**src/rtl/control_unit.sv**
```systemverilog
// rtl/control_unit.sv - main opcode decoder of the 16-bit RISC core
// Registered control bundle; unknown, reserved and NOP opcodes all decode to the all-zero bundle.
module control_unit (
  input  logic       clk,
  input  logic       rst,
  input  logic [3:0] opcode,
  output logic [2:0] alu_op,
  output logic       reg_wr,
  output logic       reg_dst,
  output logic       alu_src,
  output logic       jump,
  output logic       cmp,
  output logic       mem_rd,
  output logic       mem_wr,
  output logic       mem_to_reg
);

  localparam logic [3:0] OP_NOP  = 4'b0000;
  localparam logic [3:0] OP_ADD  = 4'b0001;
  localparam logic [3:0] OP_SUB  = 4'b0010;
  localparam logic [3:0] OP_AND  = 4'b0011;
  localparam logic [3:0] OP_OR   = 4'b0100;
  localparam logic [3:0] OP_XOR  = 4'b0101;
  localparam logic [3:0] OP_SLL  = 4'b0110;
  localparam logic [3:0] OP_SRL  = 4'b0111;
  localparam logic [3:0] OP_ADDI = 4'b1000;
  localparam logic [3:0] OP_ANDI = 4'b1001;
  localparam logic [3:0] OP_ORI  = 4'b1010;
  localparam logic [3:0] OP_LW   = 4'b1011;
  localparam logic [3:0] OP_SW   = 4'b1100;
  localparam logic [3:0] OP_BEQ  = 4'b1101;
  localparam logic [3:0] OP_JMP  = 4'b1110;

  localparam logic [2:0] ALU_ADD = 3'b000;
  localparam logic [2:0] ALU_SUB = 3'b001;
  localparam logic [2:0] ALU_AND = 3'b010;
  localparam logic [2:0] ALU_OR  = 3'b011;
  localparam logic [2:0] ALU_XOR = 3'b100;
  localparam logic [2:0] ALU_SLL = 3'b101;
  localparam logic [2:0] ALU_SRL = 3'b110;

  logic [2:0] alu_op_d, alu_op_q;
  logic       reg_wr_d, reg_wr_q;
  logic       reg_dst_d, reg_dst_q;
  logic       alu_src_d, alu_src_q;
  logic       jump_d, jump_q;
  logic       cmp_d, cmp_q;
  logic       mem_rd_d, mem_rd_q;
  logic       mem_wr_d, mem_wr_q;
  logic       mem_to_reg_d, mem_to_reg_q;

  // Case items match exactly, so any X/Z opcode bit lands in the default (NOP) arm.
  always_comb begin
    alu_op_d     = ALU_ADD;
    reg_wr_d     = 1'b0;
    reg_dst_d    = 1'b0;
    alu_src_d    = 1'b0;
    jump_d       = 1'b0;
    cmp_d        = 1'b0;
    mem_rd_d     = 1'b0;
    mem_wr_d     = 1'b0;
    mem_to_reg_d = 1'b0;
    case (opcode)
      OP_ADD: begin
        alu_op_d  = ALU_ADD;
        reg_wr_d  = 1'b1;
        reg_dst_d = 1'b1;
      end
      OP_SUB: begin
        alu_op_d  = ALU_SUB;
        reg_wr_d  = 1'b1;
        reg_dst_d = 1'b1;
      end
      OP_AND: begin
        alu_op_d  = ALU_AND;
        reg_wr_d  = 1'b1;
        reg_dst_d = 1'b1;
      end
      OP_OR: begin
        alu_op_d  = ALU_OR;
        reg_wr_d  = 1'b1;
        reg_dst_d = 1'b1;
      end
      OP_XOR: begin
        alu_op_d  = ALU_XOR;
        reg_wr_d  = 1'b1;
        reg_dst_d = 1'b1;
      end
      OP_SLL: begin
        alu_op_d  = ALU_SLL;
        reg_wr_d  = 1'b1;
        reg_dst_d = 1'b1;
      end
      OP_SRL: begin
        alu_op_d  = ALU_SRL;
        reg_wr_d  = 1'b1;
        reg_dst_d = 1'b1;
      end
      OP_ADDI: begin
        alu_op_d  = ALU_ADD;
        reg_wr_d  = 1'b1;
        alu_src_d = 1'b1;
      end
      OP_ANDI: begin
        alu_op_d  = ALU_AND;
        reg_wr_d  = 1'b1;
        alu_src_d = 1'b1;
      end
      OP_ORI: begin
        alu_op_d  = ALU_OR;
        reg_wr_d  = 1'b1;
        alu_src_d = 1'b1;
      end
      OP_LW: begin
        alu_op_d     = ALU_ADD;
        reg_wr_d     = 1'b1;
        alu_src_d    = 1'b1;
        mem_rd_d     = 1'b1;
        mem_to_reg_d = 1'b1;
      end
      OP_SW: begin
        alu_op_d  = ALU_ADD;
        alu_src_d = 1'b1;
        mem_wr_d  = 1'b1;
      end
      OP_BEQ: begin
        alu_op_d = ALU_SUB;
        cmp_d    = 1'b1;
      end
      OP_JMP: begin
        jump_d = 1'b1;
      end
      OP_NOP: begin
        alu_op_d = ALU_ADD;
      end
      default: begin
        alu_op_d = ALU_ADD;
      end
    endcase
  end

  always_ff @(posedge clk) begin
    if (rst) begin
      alu_op_q     <= 3'b000;
      reg_wr_q     <= 1'b0;
      reg_dst_q    <= 1'b0;
      alu_src_q    <= 1'b0;
      jump_q       <= 1'b0;
      cmp_q        <= 1'b0;
      mem_rd_q     <= 1'b0;
      mem_wr_q     <= 1'b0;
      mem_to_reg_q <= 1'b0;
    end else begin
      alu_op_q     <= alu_op_d;
      reg_wr_q     <= reg_wr_d;
      reg_dst_q    <= reg_dst_d;
      alu_src_q    <= alu_src_d;
      jump_q       <= jump_d;
      cmp_q        <= cmp_d;
      mem_rd_q     <= mem_rd_d;
      mem_wr_q     <= mem_wr_d;
      mem_to_reg_q <= mem_to_reg_d;
    end
  end

  assign alu_op     = alu_op_q;
  assign reg_wr     = reg_wr_q;
  assign reg_dst    = reg_dst_q;
  assign alu_src    = alu_src_q;
  assign jump       = jump_q;
  assign cmp        = cmp_q;
  assign mem_rd     = mem_rd_q;
  assign mem_wr     = mem_wr_q;
  assign mem_to_reg = mem_to_reg_q;

endmodule

```
**config.mk**
```make
export PLATFORM = sky130hd
export DESIGN_NAME = control_unit
export DESIGN_NICKNAME = d
export VERILOG_FILES = /design/src/rtl/control_unit.sv
export SDC_FILE = /design/constraint.sdc
export NUM_CORES = 1
export LEC_CHECK = 0
export ABC_AREA = 1
export CAP_MARGIN = 20
export CORE_AREA = 4 4 41 43
export DETAILED_ROUTE_END_ITERATION = 8
export DIE_AREA = 0 0 45 47
export GPL_TIMING_DRIVEN = 0
export PLACE_DENSITY = 0.73
export SYNTH_ARGS = -nofsm -noshare
export SYNTH_HDL_FRONTEND = slang
export SYNTH_SLANG_ARGS = --single-unit
```
**constraint.sdc**
```tcl
create_clock -name clk -period 0.8 [get_ports clk]
set_input_delay 0.16 -clock clk [delete_from_list [all_inputs] [get_ports clk]]
set_output_delay 0.16 -clock clk [all_outputs]
set_load 0.02 [all_outputs]
```
### Yosys cells after proc, flatten, opt, wreduce, memory -nomap -nowiden

Index checks and enable logic that the tools add are counted.

| storage, ports and cells | value |
|---|---|
| logic and storage cells | 36 |
| flip-flop bits (word level) | 10 |
| input port bits | 6 |

| operators by class | value |
|---|---|
| muxes and demuxes | 8 |
| reductions and logical operators | 6 |
| eq/ne operators | 14 |

Operator list:

| operator | count |
|---|---|
| $eq A4 B4 Y1 const B | 7 |
| $pmux W3 S6 | 1 |
| $eq A4 B3 Y1 const B | 4 |
| $reduce_or A11 Y1 | 1 |
| $eq A4 B2 Y1 const B | 2 |
| $mux W1 | 7 |
| $reduce_or A7 Y1 | 1 |
| $reduce_or A2 Y1 | 3 |
| $reduce_or A5 Y1 | 1 |
| $eq A4 B1 Y1 const B | 1 |

### Depth between registers and ports, before layout

| logic depth | value |
|---|---|
| depth in word-level cells | 3 |
| depth in mapped cells | 5 |

### Worst setup path before layout

OpenSTA, ideal clock, no wires.

| timing | value |
|---|---|
| kind | flip-flop to output port |
| start | register mem_to_reg_q (netlist: mem_to_reg) |
| end | output mem_to_reg |
| arrival | 0.595 ns |
| cell stages (with the launch flop) | 2 |
| required time | 0.640 ns |
| setup slack | 0.045 ns |
| cells stage by stage | dfxtp_1 buf_4 |

RTL lines:

| item | RTL line | RTL |
|---|---|---|
| from (decl) | 50 | `logic mem_to_reg_d, mem_to_reg_q;` |
| from (signal assigned) | 162 | `mem_to_reg_q <= mem_to_reg_d;` |
| to (decl) | 15 | `output logic mem_to_reg` |

No word-level cell between the ends.

### Worst setup path after layout

| timing | value |
|---|---|
| start | register mem_to_reg_q (netlist: mem_to_reg) |
| end | output mem_to_reg |

No word-level cell between the ends.

==> reports/qor.yml <==
fin_nets: 68
fin_crit_ns: 0.9617
synthTopCellsByArea: "dfxtp_1, nor2_1, nand2_1"
yosysTopAreaCell: "dfxtp_1"
dr.pass1.iters: 1
rsz0062_at_grt: "yes"
finalSetupViolations: 11
drt_wl_total_um: 698
status: "finished, violations left"
drv_cap: 0
path_buf_inv: 2
final_area_sq_um: 606.8
synth_nets: 48
pwr_density_cell_mw_per_mm2: 1888
critical_path.max_fanout: 2
finalCritPeriodShare_pct: 120.2
critPathTopFamily: "flip-flops"
leakage_nw: 0.2720
numCtsBuffers: 3
root_buffer: "clkbuf_4"
start_kind: "flip-flop"
grt_max_degree: 9
cts_tree: "yes"
multi_input_area_sq_um: 148.9
finalPower_mw: 1.146
grt_pass1_vias: 283
first_iter_violations: 0
end_kind: "output pin"
antenna_found_initial: 0
die_area_sq_mm: 0.002115
violations: "negative setup slack"
drive_gt1_share_pct: 62.30
core-area_sq_mm: 0.001301
yosysTopAreaCellShare_pct: 52.63
place_area_sq_um: 549.3
worstPathArrival_ns: 0.80
hold_path.class: "input pin to flip-flop"
synth.avg_cell_area_sq_um: 9.056
die_w_um: 45
synthesis.area_sq_um: 380.4
largest_register_ffs: 3
syn_inst: 42
crit_top_cell: "buf_6"
crit_type: "flip-flop to output pin"
place.gp.congestion: 0.7962
yosysWarnings: 0
ios: 17
cp_slowest_cell: "dfxtp_2"
ir_drop_mv: 0.9009
syn_to_final_growth_pct: 59.54
final_cells: 76
dp.cells: 72
fmax_mhz: 1040
relSlewSlack_pct: 82.12
hold_viol_final: 0
clk_pin_slew_ns: 0.06
ant_nets: 0
clock_sinks: 10
crit_chain: "buf_6 > buf_6"
rows: 13
n_antenna_cell: 0
drt-vias-per-instance: 4.368
fillers: 148
vias: 332
ctsHoldBuffers: 0
gr-usage-all-layers_pct: 8.254
hpwl_um: 540.8
clock_path_buffers: 2
drc: 0
synth_seq_cells: 10
htreeDepth: 1
synthDistinctLibCells: 18
io_buffers: 15
max_slew.worst_pin.slew_ns: 0.2681
seqCellArea_sq_um: 212.7
grt_pass1_wl_mm: 1.097
critPathMaxStageDelay_ns: 0.32
drv_slew: 0
cp_data_required_time_ns: 0.64
ys_seq_area_share_pct: 52.63
worst_slack_ns: -0.1617
grt_overflow: 0
die_h_um: 47
start_util_pct: 29.23
post_drt_wl_per_cell_um: 9.184
[metrics by stage]
| step | hold WS [ns] | worst slack (ns) | setup TNS, ns | util, % |
|---|---|---|---|---|
| 5_1_grt | 0.06733 | -0.1928 | -1.074 | 46.63 |
| 3_5_place_dp | 0.3563 | -0.4321 | -6.590 | 42.21 |
| 3_3_place_gp | 0.3552 | -0.4155 | -6.352 | 42.21 |
| 6_report | 0.07904 | -0.1617 | -0.7561 | 46.63 |
| 4_1_cts | 0.06580 | -0.1753 | -0.8977 | 46.63 |
| 2_1_floorplan | 0.2986 | 0.04513 | 0 | - |
[path summary, 6_finish.rpt]
path / start / to / depth (start not counted)
worst max-delay path: mem_to_reg / mem_to_reg / 2
worst min-delay path: rst / alu_op[1] / 2
[timing repair]
item,CTS,global route
endpoints found under the setup margin,21,11
setup buffers,0,0
gates resized for setup,80,0
[metal layers]
layer  GRT usage, %  share of wire, %  wire (um)
met1          8.065                39        274
met2          11.02                43        300
met3          3.448                12         81
met4          12.28               5.7         40
met5              0                 0          0
[layout by cell type (no fill, tap or decap), types with 2 or more instances in the layout]
cell type,count
clkbuf_4,3
nor2_2,2
nor2_1,8
nand2_1,4
a21oi_2,2
dlygate4sd2_1,4
dfxtp_2,10
buf_6,12
nand2_2,2
inv_2,3
[synth_stat cells]
cell type,instances
dfxtp_1,10
nor2_1,8
nand2_1,5
inv_2,3
a21oi_2,2
nor2_2,2
a21oi_1,1
buf_4,1
buf_6,1
inv_1,1
nand2_2,1
nand3_1,1
nand3b_1,1
nor4_2,1
o21a_1,1
o21ai_2,1
o22ai_1,1
xnor2_1,1
[report_power, final]
group	switching [mW]	internal (mW)
sequential	0.00879	0.523
clock	0.163	0.276
combinational	0.0945	0.0813
[final cells by class]
cell class	count	share of cell area, %
plain buffers	2	3.711
clock buffers	4	5.979
inverters	4	2.474
multi-input cells	26	24.54
flip-flops and latches	10	35.05
well taps	15	3.093
repair buffers	15	25.15
[cells by family (layout without fill, tap and decap cells)]
logic type | count (synthesis) | in the layout | share of synthesized area [%]
buffers and inverters | 6 | 25 | 8.881
DFF | 10 | 10 | 52.63
xor gates and xnor gates | 1 | 1 | 2.303
and+or+nand+nor | 19 | 19 | 24.34
AOI/OAI and AO/OA | 6 | 6 | 11.84
No activity file was read; power rests on OpenSTA's default activity.
